## src/rtl/div_seq_8.sv

```systemverilog
// div_seq_8: sequential unsigned restoring divider, one quotient bit per clock.
// Ports:
//   clk, rst       rising-edge clock, synchronous active-high reset
//   start          request, sampled only when not busy (IDLE or DONE)
//   A, B           dividend / divisor, captured on an accepted start
//   q, r           quotient / remainder, hold the last result
//   busy           high while the N iterations run
//   done           one-cycle pulse when q, r, div_zero become valid
//   div_zero       latched divisor was zero; holds with q and r
module div_seq_8 #(
    parameter int unsigned N = 8
) (
    input  logic         clk,
    input  logic         rst,
    input  logic         start,
    input  logic [N-1:0] A,
    input  logic [N-1:0] B,
    output logic [N-1:0] q,
    output logic [N-1:0] r,
    output logic         busy,
    output logic         done,
    output logic         div_zero
);

    localparam int unsigned CW = $clog2(N);

    typedef enum logic [1:0] {
        S_IDLE = 2'd0,
        S_RUN  = 2'd1,
        S_DONE = 2'd2
    } state_e;

    state_e        state_q, state_d;
    logic [N-1:0]  dvd_q, dvd_d;     // dividend shifting out, quotient shifting in
    logic [N-1:0]  dvs_q, dvs_d;     // latched divisor
    logic [N:0]    p_q, p_d;         // partial remainder, one bit wider than operands
    logic [CW-1:0] cnt_q, cnt_d;
    logic [N-1:0]  q_q, q_d;
    logic [N-1:0]  r_q, r_d;
    logic          busy_q, busy_d;
    logic          done_q, done_d;
    logic          dz_q, dz_d;

    // One restoring step, evaluated from the current registers
    logic [N:0]    p_shift;
    logic          q_bit;
    logic [N:0]    p_next;
    logic [N-1:0]  dvd_next;

    always_comb begin
        p_shift  = {p_q[N-1:0], dvd_q[N-1]};
        q_bit    = (p_shift >= {1'b0, dvs_q});
        p_next   = q_bit ? (p_shift - {1'b0, dvs_q}) : p_shift;
        dvd_next = {dvd_q[N-2:0], q_bit};
    end

    // Next-state and registered-output logic
    always_comb begin
        state_d = state_q;
        dvd_d   = dvd_q;
        dvs_d   = dvs_q;
        p_d     = p_q;
        cnt_d   = cnt_q;
        q_d     = q_q;
        r_d     = r_q;
        busy_d  = busy_q;
        done_d  = 1'b0;
        dz_d    = dz_q;

        unique case (state_q)
            S_IDLE, S_DONE: begin
                busy_d  = 1'b0;
                state_d = S_IDLE;
                if (start) begin
                    dvd_d   = A;
                    dvs_d   = B;
                    p_d     = '0;
                    cnt_d   = CW'(N - 1);
                    busy_d  = 1'b1;
                    state_d = S_RUN;
                end
            end
            S_RUN: begin
                p_d   = p_next;
                dvd_d = dvd_next;
                cnt_d = cnt_q - CW'(1);
                if (cnt_q == '0) begin
                    q_d     = dvd_next;
                    r_d     = p_next[N-1:0];
                    dz_d    = (dvs_q == '0);
                    busy_d  = 1'b0;
                    done_d  = 1'b1;
                    state_d = S_DONE;
                end
            end
            default: begin
                busy_d  = 1'b0;
                state_d = S_IDLE;
            end
        endcase
    end

    always_ff @(posedge clk) begin
        if (rst) begin
            state_q <= S_IDLE;
            dvd_q   <= '0;
            dvs_q   <= '0;
            p_q     <= '0;
            cnt_q   <= '0;
            q_q     <= '0;
            r_q     <= '0;
            busy_q  <= 1'b0;
            done_q  <= 1'b0;
            dz_q    <= 1'b0;
        end else begin
            state_q <= state_d;
            dvd_q   <= dvd_d;
            dvs_q   <= dvs_d;
            p_q     <= p_d;
            cnt_q   <= cnt_d;
            q_q     <= q_d;
            r_q     <= r_d;
            busy_q  <= busy_d;
            done_q  <= done_d;
            dz_q    <= dz_d;
        end
    end

    assign q        = q_q;
    assign r        = r_q;
    assign busy     = busy_q;
    assign done     = done_q;
    assign div_zero = dz_q;

endmodule

```

## config.mk

```make
export PLATFORM = sky130hd
export DESIGN_NAME = div_seq_8
export DESIGN_NICKNAME = d
export VERILOG_FILES = /design/src/rtl/div_seq_8.sv
export SDC_FILE = /design/constraint.sdc
export NUM_CORES = 1
export LEC_CHECK = 0
export ABC_AREA = 1
export ABC_CLOCK_PERIOD_IN_PS = 2700
export BUFFER_PORTS_ARGS = -buffer_cell sky130_fd_sc_hd__clkbuf_2
export CAP_MARGIN = 20
export CORE_ASPECT_RATIO = 2
export CORE_MARGIN = 2
export CORE_UTILIZATION = 56
export CTS_CLUSTER_DIAMETER = 50
export DETAILED_ROUTE_END_ITERATION = 16
export GPL_TIMING_DRIVEN = 0
export PLACE_DENSITY = 0.84
export RECOVER_POWER = 50
export SLEW_MARGIN = 10
export SYNTH_ARGS = -nofsm -noshare
export SYNTH_HDL_FRONTEND = slang
export SYNTH_SLANG_ARGS = --single-unit
```

## constraint.sdc

```tcl
create_clock -name clk -period 2.7 [get_ports clk]
set_clock_uncertainty 0.2 [all_clocks]
set_input_delay 0.135 -clock clk [delete_from_list [all_inputs] [get_ports clk]]
set_output_delay 0.135 -clock clk [all_outputs]
set_load 0.03 [all_outputs]
```

Yosys cells after proc, flatten, opt, wreduce, memory -nomap -nowiden
Cells that the tools add are included.
Storage, ports and cells
  input port bits: 19
  bits in registers: 48
Operators by class
  multiplexer cells: 14
  order comparisons: 1
  equal/unequal tests: 4
  add/subtract/negate cells: 2
  bitwise operators: 1
  reductions and logical operators: 9
Operators with widths (count)
  one-hot mux 8 bit (2 select lines): 2
  two-way mux 8 bit: 3
  greater-or-equal comparator 9 x 8 -> 1 bit: 1
  logical NOT 8 bit: 1
  subtractor 8 bit: 1
  one-hot mux 3 bit (2 select lines): 1
  AND reduction 2 bit: 3
  two-way mux 1 bit: 4
  != test 2 bit (second input constant): 2
  one-hot mux 2 bit (2 select lines): 1
  OR reduction 2 bit: 2
  logical NOT 3 bit: 1
  two-way mux 3 bit: 1
  subtractor 3 x 1 -> 3 bit (second input constant): 1
  == test 2 x 1 -> 1 bit (second input constant): 1
  == test 2 bit (second input constant): 1
  logical NOT 2 bit: 1
  two-way mux 2 bit: 1
  one-hot mux 1 bit (2 select lines): 1
  nonzero test 2 bit: 1
  inverter 1 bit: 1

Logic depth before layout (Yosys ltp)
Gate-level depths: netlist (run 1).
  word-level depth: 4
  mapped depth: 13
  mapped depth without buffers: 13

Least setup slack after synthesis (run 1)
No wires, ideal clock.
  kind: flip-flop to flip-flop
  start: register dvs_q[6]
  end: register r_q[3] (netlist: r[3])
  arrival: 1549 ps
  setup slack: 835 ps
  buffers on the path: 0
  cell stages (with the launch flop): 13
  library setup time: 115 ps
  clock period less this slack: 1865 ps
  cells stage by stage: dfxtp_1 -> inv_1 -> ha_1 -> nand2_1 -> nand2_1 -> nand2_1 -> nand2_1 -> nor2_4 -> nand2_8 -> nand2_1 -> nand2_1 -> o21ai_0 -> inv_1
Between the ends
  longest elaborated chain between the ends: 2
Ends and longest elaborated chain
  start, declared: line 35  | logic [N-1:0] dvs_q, dvs_d;
  start signal, assigned: line 118  | dvs_q <= dvs_d;
  greater-or-equal comparator 9 x 8 -> 1 bit: line 52  | q_bit = (p_shift >= {1'b0, dvs_q});
  two-way mux 8 bit: line 53  | p_next = q_bit ? (p_shift - {1'b0, dvs_q}) : p_shift;
  end signal, assigned: line 122  | r_q <= r_d;
  end, declared: line 39  | logic [N-1:0] r_q, r_d;
No other way between the ends.
A chain may end at the register's enable or synchronous reset.

Worst setup path in the final report (run 1)
  start: register state_q[0]
  end: register p_q[6]
Between the ends
  longest elaborated chain between the ends: 4
  elaborated cells on any way between the ends: 8
Ends and longest elaborated chain
  start, declared: line 33  | state_e state_q, state_d;
  start signal, assigned: line 116  | state_q <= state_d;
  == test 2 bit or logical NOT 2 bit (tied branches): line 70  | unique case (state_q)
  OR reduction 2 bit: line 70
  != test 2 bit (no line) or nonzero test 2 bit (tied branches)
  AND reduction 2 bit (no line)
  end signal, assigned: line 119  | p_q <= p_d;
  end, declared: line 36  | logic [N:0] p_q, p_d;
Several ways; a longest one is shown, not always the timed one.

==> impl_metrics.json, run 1 <==
{
  "outcome": "finished, final reports clean",
  "antenna_found_initial": 0,
  "cp_max_fo": 10,
  "cp.buffers_inverters": 4,
  "rsz0062_at_grt": "false",
  "peakVddDrop_uv": 759.1,
  "endpoint_kind": "register",
  "crit_cells": 8,
  "synth_edf_count": 0,
  "cts.clk_slew.worst_paths_ns": 0.09,
  "p_leak_uw": 0.001371,
  "num_vias": 2365,
  "dp_hpwl_microns": 4508,
  "synth_top_cell_by_area": "dfxtp_1",
  "h-tree-depth": 2,
  "core.rowCount": 33,
  "yosysSeqAreaShare_pct": 39.89,
  "power.total_uw": 2128,
  "syn_inst": 322,
  "final_core_util_pct": 68.84,
  "worst_pin_slew_ns": 0.5154,
  "async_reset_ff_share_pct": 0,
  "numPortBuffers": 36,
  "dieArea_sq_um": 4778,
  "drv_slew": 0,
  "design_area_sq_um": 2814,
  "wl_per_cell_microns": 13.99,
  "hold_viol": 0,
  "clk_latency_ns": 0.30,
  "area_growth_pct": 19.31,
  "initial_utilization_pct": 57.70,
  "synth.net_count": 352,
  "avgSynthCellArea_sq_um": 7.325,
  "crit_type": "register to register",
  "clk_path_buf_depth": 2,
  "worst-endpoint-arrival_ns": 2.37,
  "fin_tns_setup_ns": 0,
  "ys.flop_type": "dfxtp_1",
  "drt_iter0_drc": 64,
  "cts-root-buf": "clkbuf_8",
  "cts_tree": "yes",
  "dieWidth_microns": 49.89,
  "grt_max_degree": 15,
  "diodes": 0,
  "finalCriticalPeriod_ns": 2.339,
  "final_nets": 411,
  "hold_path.class": "input port to register",
  "ios": 38,
  "synth_cell_types": 35,
  "placed_area_sq_um": 2604,
  "power_density_nw_per_um2": 756.1,
  "cts_made_buffers": 5,
  "vias_per_cell": 5.449,
  "place_congestion": 0.9131,
  "grt-ovfl-total": 0,
  "clock-sinks": 47,
  "first_global_vias": 2403,
  "die_height_microns": 95.78,
  "path_cells": "inv_1 -> or2_0 -> clkbuf_1 -> nand2_4 -> inv_1 -> clkbuf_1 -> nand2_1 -> a21oi_1",
  "cp-start-kind": "register",
  "slowest_delay_ns": 0.43,
  "grt_pass1_wl_microns": 10090,
  "setup_slack_ns": 0.3606,
  "core-area_sq_um": 4088,
  "whs_path_depth": 2,
  "reg2reg_depth": 8,
  "post_cts_resized": 0,
  "grt_usage_pct": 27.78,
  "drc": 0,
  "max-slew-margin-rel_pct": 65.64,
  "fmax_mhz": 427.5,
  "place_ws_ns": 0.5764,
  "maxCapViolCount": 0,
  "synth-seq-cells": 47,
  "ant_nets": 0,
  "wl_microns": 6073,
  "path_delay_family": "buffers and inverters",
  "slowest_stage": "clkbuf_1",
  "synth.cell_area_sq_um": 2359,
  "drt_pass1_iterations": 4,
  "crit_required_ns": 2.73,
  "setup_viol": 0,
  "yosysTopAreaCellShare_pct": 39.89,
  "fin_crit_sh_pct": 86.65,
  "yosys_warnings": 0,
  "drive_gt1_share_pct": 10.47,
  "synth.area.top_cells": "dfxtp_1 40%, nand2_1 11%, inv_1 5.9%"
}
-- power breakdown --
group,internal (uW),total [uW],switching [uW]
logic,300,887,587
clock network,181,413,231
registers,772,828,55.4
total,1250,2130,874
-- logic make-up after synthesis --
| logic type | after synthesis | synth area share (%) |
|---|---|---|
| AND/OR/NAND/NOR | 148 | 29.34 |
| AO/OA/AOI/OAI | 59 | 14.11 |
| buffers and inverters | 53 | 9.018 |
| XOR/XNOR | 4 | 1.486 |
| adder cells (fa/ha/maj) | 11 | 6.154 |
| flip-flops | 47 | 39.89 |
-- layout make-up --
type                       count  area, sq um
buffer                        12        47.55
clock buffer                   6        72.57
clock inverter                 2        12.51
fill                         362         1274
inverter                      41        153.9
multi-input combinational    222         1205
sequential                    47        940.9
tap                           52        65.06
timing repair buffer          52        316.6
-- registers in the layout (all words and copies together) (netlist names) --
signal and cells:
div_zero 1, p_q 8, q 8, done 1
state_q 2, cnt_q 3, dvd_q 8, r 8
dvs_q 8
-- worst paths after layout --
kind                            endpoint  slack (ns)        from
worst min-delay path            cnt_q[2]         0.1         rst
worst min register to register  dvs_q[2]        0.29    dvs_q[2]
worst max-delay path              p_q[6]        0.36  state_q[0]
worst max register to register    p_q[6]        0.36  state_q[0]
-- cell usage after synthesis, types with 3 or more instances --
cell type,n
nand2_1,70
nor3_1,5
inv_1,37
ha_1,10
inv_2,4
nand3_1,18
dfxtp_1,47
buf_4,3
o21ai_0,26
nor2_1,37
a21o_1,3
a21oi_1,20
clkbuf_1,7
o221ai_1,5
-- stage by stage --
step | instances | hold slack, ns
floorplan | 322 | 0.07711
global placement | 410 | 0.1781
detailed placement | 410 | 0.1839
CTS | 434 | 0.1102
global route | 434 | 0.1231
finish | 434 | 0.09906
-- cell usage in the layout (no fill, tap or decap), drive strengths merged, types with 2 or more instances in the layout --
master	netlist	layout
nand3	19	19
o21ai	27	27
buf	5	2
a21o	3	3
xor2	2	2
xnor2	2	2
nand4	2	2
nand2	73	73
a221oi	2	2
o221ai	5	5
or2	2	2
nand3b	3	3
dfxtp	47	47
nor4	2	2
nor2	41	41
nor3	6	6
dlygate4sd3	0	16
inv	41	41
clkbuf	7	52
ha	10	10
a21oi	20	20
-- per-layer routing --
metal	GRT usage, %	vias to the layer above	routed length, microns
met2	51.89	80	3296
met4	22.22	0	412
met3	3.727	30	206
li1	-	1162	-
met1	26.33	1093	2157
met5	0	-	0
-- timing repair --
action	in CTS	in global routing
endpoints found under the hold margin	16	0
buffers inserted	0	0
hold buffers	16	0
Power figures use the tool's default switching activity.
==> run 2: changes to the inputs <==
--- a/config.mk
+++ b/config.mk
@@ -10,10 +10,11 @@
 export BUFFER_PORTS_ARGS = -buffer_cell sky130_fd_sc_hd__clkbuf_2
 export CAP_MARGIN = 20
 export CORE_ASPECT_RATIO = 2
-export CORE_MARGIN = 2
+export CORE_MARGIN = 8
 export CORE_UTILIZATION = 56
 export CTS_CLUSTER_DIAMETER = 50
 export DETAILED_ROUTE_END_ITERATION = 16
+export GPL_ROUTABILITY_DRIVEN = 0
 export GPL_TIMING_DRIVEN = 0
 export PLACE_DENSITY = 0.84
 export RECOVER_POWER = 50
==> run 2 against run 1 <==
Against the previous run:
- worst setup slack gained 0.21 ns
- clock power grew 30%
- critical path depth grew 4
- combinational power grew 1%
- routed wire length grew 5.7%
- worst hold slack gained 0.032 ns
- via count shrank 0.63%
- count of clock-buffer cells in the layout is the same
- critical endpoint is now r[3]
==> impl_metrics.json, run 2 (synthesis gave the netlist of run 1 again) <==
{
  "outcome": "finished, final reports clean",
  "dieWidth_microns": 61.89,
  "num_vias": 2350,
  "die_height_microns": 107.8,
  "drt_iter0_drc": 87,
  "initial_utilization_pct": 57.70,
  "first_global_vias": 2306,
  "design_area_sq_um": 2846,
  "dp_hpwl_microns": 4629,
  "min-delay-start": "rst",
  "grt_usage_pct": 20.44,
  "antenna_found_initial": 0,
  "wl_per_cell_microns": 14.79,
  "drv_slew": 0,
  "rsz0062_at_grt": "false",
  "vias_per_cell": 5.415,
  "grt-ovfl-total": 0,
  "worst-endpoint-arrival_ns": 2.14,
  "cts_made_buffers": 5,
  "stdcell_count": 434,
  "p_sw_share_pct": 39.26,
  "core-area_sq_um": 4088,
  "grt_max_degree": 15,
  "clk_path_buf_depth": 2,
  "cts.clk_slew.worst_paths_ns": 0.09,
  "fin_tns_setup_ns": 0,
  "endpoint_kind": "register",
  "p_seq_share_pct": 36.6,
  "max-slew-margin-rel_pct": 60.78,
  "clock-sinks": 47,
  "postCtsSetupRepairBufs": 0,
  "ant_nets": 0,
  "p_leak_uw": 0.001399,
  "drt_pass1_iterations": 4,
  "p_sw_uw": 888.6,
  "whs_path_depth": 2,
  "placed_area_sq_um": 2604,
  "power_frac_comb_pct": 39.7,
  "drc": 0,
  "final_common_cell": "nand2_1",
  "cts_tree": "yes",
  "wl_microns": 6420,
  "power_density_nw_per_um2": 795.2,
  "p_int_uw": 1375,
  "finalCriticalPeriod_ns": 2.130,
  "crit_required_ns": 2.71,
  "post_cts_resized": 0,
  "maxCapViolCount": 0,
  "hold_path_end": "cnt_q[1]",
  "drive_gt1_share_pct": 10.99,
  "hold_viol": 0,
  "setup_viol": 0,
  "ios": 38,
  "placed_cells": 410,
  "final_cell_mix": "70 x nand2_1, 47 x dfxtp_1, 38 x inv_1, 38 x nor2_1, 27 x clkbuf_1",
  "fmax_mhz": 469.4,
  "grt_pass1_wl_microns": 10330,
  "hold_path.class": "input port to register",
  "cts-root-buf": "clkbuf_8",
  "pwr-share-clk_pct": 23.8,
  "h-tree-depth": 2,
  "dieArea_sq_um": 6671,
  "fin_crit_sh_pct": 78.90,
  "numPortBuffers": 36,
  "core.rowCount": 33,
  "final_nets": 411,
  "cp_max_fo": 10,
  "regToRegEndpoint": "r[3]",
  "crit_type": "register to register",
  "clk_latency_ns": 0.30,
  "cp-start-kind": "register",
  "rrSetupSlack_ns": 0.57,
  "worstReg2RegStart": "dvs_q[6]",
  "reg2reg_depth": 12,
  "peakVddDrop_uv": 635.5,
  "area_growth_pct": 20.69,
  "diodes": 0,
  "worst_pin_slew_ns": 0.5861
}
-- run 2: worst max-delay path by stage --
stage                          start   end  slack [ns]  depth (start not counted)
after floorplan             dvs_q[6]  r[3]        0.84                         12
after global placement      dvs_q[6]  r[4]        0.62                         12
after detailed placement    dvs_q[6]  r[3]        0.59                         12
after CTS                   dvs_q[6]  r[3]        0.57                         12
after global routing      state_q[0]  q[7]        0.35                          7
final                       dvs_q[6]  r[3]        0.57                         12
-- run 2: power by group through the flow --
stage	Sequential, uW	Combinational (uW)	Clock [uW]
2_1_floorplan	875	635	0
3_3_place_gp	838	861	0
3_5_place_dp	840	878	0
4_1_cts	826	901	536
5_1_grt	833	983	565
6_report	828	898	538
-- run 2: area by class of cell --
type / count / area, sq um
fillers: 347 / 1241
multi-input cells: 222 / 1197
flip-flops and latches: 47 / 940.9
repair buffers: 52 / 316.6
inverters: 41 / 153.9
clock buffers: 6 / 82.58
well taps: 52 / 65.06
plain buffers: 12 / 55.05
clock inverters: 2 / 35.03
-- run 2: stage by stage --
stage	util (%)	hold slack [ns]	total power (uW)	setup WS (ns)
after floorplan	-	0.07711	1510	0.8352
after global placement	63.70	0.1700	1699	0.6190
after detailed placement	63.70	0.1786	1718	0.5868
after CTS	70.49	0.1266	2262	0.5690
after global routing	69.64	0.1728	2381	0.3538
final	69.64	0.1306	2263	0.5697
-- run 2: critical path: stages, from the launching register on --
cell	delay, ns
dfxtp_1	0.33
inv_1	0.06
ha_1	0.37
nand2_1	0.08
nand2_1	0.08
nand2_1	0.06
nand2_1	0.08
nor2_4	0.28
nand2_8	0.11
nand2_1	0.08
nand2_1	0.09
o21ai_0	0.16
inv_1	0.05
-- run 2: timing repair --
| item | in CTS | in global routing |
|---|---|---|
| setup endpoints to repair | 0 | 0 |
| hold endpoints to repair | 16 | 0 |
| hold buffers | 16 | 0 |
-- run 2: per-layer routing --
metal	up-vias	track usage [%]	share of wire [%]
met1	1092	18.56	35
li1	1155	-	-
met4	0	13.46	4.8
met3	22	4.192	4.1
met5	-	0	0
met2	81	37.41	56
==> run 3: changes to the inputs <==
--- a/config.mk
+++ b/config.mk
@@ -5,8 +5,8 @@
 export SDC_FILE = /design/constraint.sdc
 export NUM_CORES = 1
 export LEC_CHECK = 0
-export ABC_AREA = 1
-export ABC_CLOCK_PERIOD_IN_PS = 2700
+export ABC_AREA = 0
+export ABC_CLOCK_PERIOD_IN_PS = 2200
 export BUFFER_PORTS_ARGS = -buffer_cell sky130_fd_sc_hd__clkbuf_2
 export CAP_MARGIN = 20
 export CORE_ASPECT_RATIO = 2
==> constraint.sdc (replaced) <==
create_clock -name clk -period 2.2 [get_ports clk]
set_clock_uncertainty 0.2 [all_clocks]
set_input_delay 0.11 -clock clk [delete_from_list [all_inputs] [get_ports clk]]
set_output_delay 0.11 -clock clk [all_outputs]
set_load 0.03 [all_outputs]
==> run 3 against run 2 <==
Against the previous run:
- combinational power up 59%
- sequential share of layout area shrank 3.7 points
- sequential cell count is the same
- largest cell class unchanged
- die area is 0.97% higher
- critical endpoint is now p_q[2]
- the run now ends with setup timing left
- synthesized area is 1.2% higher
- utilization up 10 points
- synthesized cell count decreased by 6.8%
- sequential power rose by 22%
- clock power down 2%
- non-clock buffer count grew 26
==> impl_metrics.json, run 3 <==
{
  "max-slew-margin-rel_pct": 60.50,
  "clock-sinks": 47,
  "drive_gt1_share_pct": 25.00,
  "p_leak_uw": 0.001234,
  "antenna_found_initial": 0,
  "min-delay-start": "rst",
  "grt-ovfl-total": 0,
  "numPortBuffers": 36,
  "dieArea_sq_um": 6735,
  "placed_cells": 388,
  "failed_checks": "setup timing",
  "endpoint_kind": "register",
  "grt_max_degree": 15,
  "worst-endpoint-arrival_ns": 2.30,
  "first_global_vias": 2514,
  "worstReg2RegStart": "p_q[6]",
  "cp_max_fo": 6,
  "fmax_mhz": 435.9,
  "path_delay_family": "simple AND/OR/NAND/NOR gates",
  "final_cell_mix": "55 x nand2_1, 38 x dfxtp_1, 32 x clkbuf_1, 22 x nor2_1, 21 x a21oi_1",
  "area_growth_pct": 36.37,
  "cts-root-buf": "clkbuf_8",
  "synth.net_count": 330,
  "yosys_warnings": 0,
  "drc": 0,
  "die_height_microns": 108.3,
  "drt_pass1_iterations": 6,
  "grt_usage_pct": 20.78,
  "avgSynthCellArea_sq_um": 7.958,
  "stdcell_count": 428,
  "dp_hpwl_microns": 4948,
  "final_common_cell": "nand2_1",
  "wl_microns": 7953,
  "maxCapViolCount": 0,
  "h-tree-depth": 2,
  "wl_per_cell_microns": 18.58,
  "cts_made_buffers": 5,
  "yosysTopAreaCellShare_pct": 39.41,
  "num_vias": 2648,
  "drt_iter0_drc": 160,
  "worst_pin_slew_ns": 0.5926,
  "crit_type": "register to register",
  "ys.flop_type": "dfxtp_1",
  "diodes": 0,
  "synth_commonest_cells": "55 x nand2_1, 47 x dfxtp_1, 23 x nor2_1",
  "vias_per_cell": 6.187,
  "clk_latency_ns": 0.31,
  "setup_slack_ns": -0.09434,
  "rsz0062_at_grt": "true",
  "synth-seq-cells": 47,
  "reg2reg_depth": 5,
  "peakVddDrop_uv": 745.0,
  "outcome": "finished with violations",
  "async_reset_ff_share_pct": 0,
  "synth_top_cell_by_area": "dfxtp_1",
  "grt_pass1_wl_microns": 11490,
  "synth.most_common_cell": "nand2_1",
  "synth.area.top_cells": "dfxtp_1 39%, nand2_1 8.6%, ha_1 5.2%",
  "ios": 38,
  "power_density_nw_per_um2": 911.1,
  "design_area_sq_um": 3256,
  "rrSetupSlack_ns": -0.09,
  "core.rowCount": 33,
  "cts_tree": "yes",
  "cp-start-kind": "register",
  "placed_area_sq_um": 2654,
  "initial_utilization_pct": 58.40,
  "slowest_stage": "dfxtp_1",
  "hold_path_end": "state_q[1]",
  "fin_crit_sh_pct": 104.3,
  "ant_nets": 0,
  "synth.cell_area_sq_um": 2387,
  "cp.buffers_inverters": 0,
  "drv_slew": 0,
  "crit_required_ns": 2.20,
  "setup_viol": 3,
  "dieWidth_microns": 62.17,
  "slowest_delay_ns": 0.50,
  "clk_path_buf_depth": 2,
  "whs_ns": 0.1235,
  "hold_viol": 0,
  "finalCriticalPeriod_ns": 2.294,
  "regToRegEndpoint": "p_q[2]",
  "syn_inst": 300,
  "path_cells": "ha_4 -> and2_4 -> or3_4 -> or3_1 -> a32o_1",
  "synth_edf_count": 0,
  "whs_path_depth": 2,
  "hold_path.class": "input port to register",
  "yosysSeqAreaShare_pct": 39.41,
  "final_nets": 405,
  "core-area_sq_um": 4088,
  "synth_cell_types": 49,
  "cts.clk_slew.worst_paths_ns": 0.09
}
[run 3: cell types whose count changed in the layout (fill, tap and decap cells not counted), sizes merged, moves of 4 or more]
cell	change
inv	-27
buf	+20
nand2	-18
nor2	-18
nand3	-13
o21ai	-13
a311oi	+12
o211ai	+9
a211oi	+6
clkbuf	+6
o221ai	-5
nand2b	+4
nor2b	+4
[run 3: worst max-delay path by stage]
stage | startpoint | endpoint | slack [ns] | cells past startpoint
finish | p_q[6] | p_q[2] | -0.09 | 5
global route | dvs_q[3] | p_q[3] | -0.12 | 9
CTS | dvd_q[7] | r[6] | -0.03 | 10
detailed placement | dvs_q[1] | r[5] | -0.30 | 8
global placement | dvs_q[1] | p_q[2] | -0.23 | 7
floorplan | dvs_q[6] | p_q[2] | -0.04 | 8
[run 3: final cells by class]
type,count,area (sq um)
Buffer,19,100.1
Clock buffer,6,72.57
Clock inverter,2,12.51
Fill cell,262,832.0
Inverter,14,55.05
Multi-Input combinational cell,217,1528
Sequential cell,47,957.2
Tap cell,52,65.06
Timing Repair Buffer,71,465.4
[run 3: per-stage QoR]
| step | setup TNS [ns] | power (uW) | setup slack, ns | util (%) |
|---|---|---|---|---|
| 5_1_grt | -0.5465 | 3089 | -0.1249 | 79.64 |
| 3_3_place_gp | -2.701 | 1926 | -0.2311 | 64.92 |
| 2_1_floorplan | -0.03974 | 1710 | -0.03974 | - |
| 3_5_place_dp | -3.648 | 1942 | -0.2996 | 64.92 |
| 4_1_cts | -0.06410 | 2636 | -0.03037 | 75.27 |
| 6_report | -0.1275 | 2966 | -0.09434 | 79.64 |
[run 3: repair_timing]
action	CTS	global route
hold endpoints to repair	16	0
endpoints found under the setup margin	20	25
gates cloned	0	2
hold buffers	16	0
resized for setup	35	34
setup buffers	10	7
pin swaps	13	17
[run 3: cells by family (layout without fill, tap and decap cells)]
family          count (synthesis)  after routing  share of synthesized area (%)
compound gates                 88             88                          25.05
fa+ha+maj                      11             11                          6.080
simple gates                  115            115                          22.38
buf+inv                        36            112                          5.975
xor+xnor                        3              3                          1.101
flops                          47             47                          39.41
[run 3: report_power, final]
group | switching (uW) | internal, uW
sequential | 78.8 | 929
clock | 303 | 223
combinational | 800 | 633
[run 3: layer usage]
| metal | part of all wire (%) | vias up | GRT usage, % | wire [microns] |
|---|---|---|---|---|
| met1 | 34 | 1238 | 18.53 | 2722 |
| met5 | 0 | - | 0 | 0 |
| met2 | 54 | 137 | 40.21 | 4270 |
| met3 | 5.7 | 49 | 4.244 | 455 |
| met4 | 6.3 | 0 | 14.62 | 503 |
| li1 | - | 1224 | - | - |
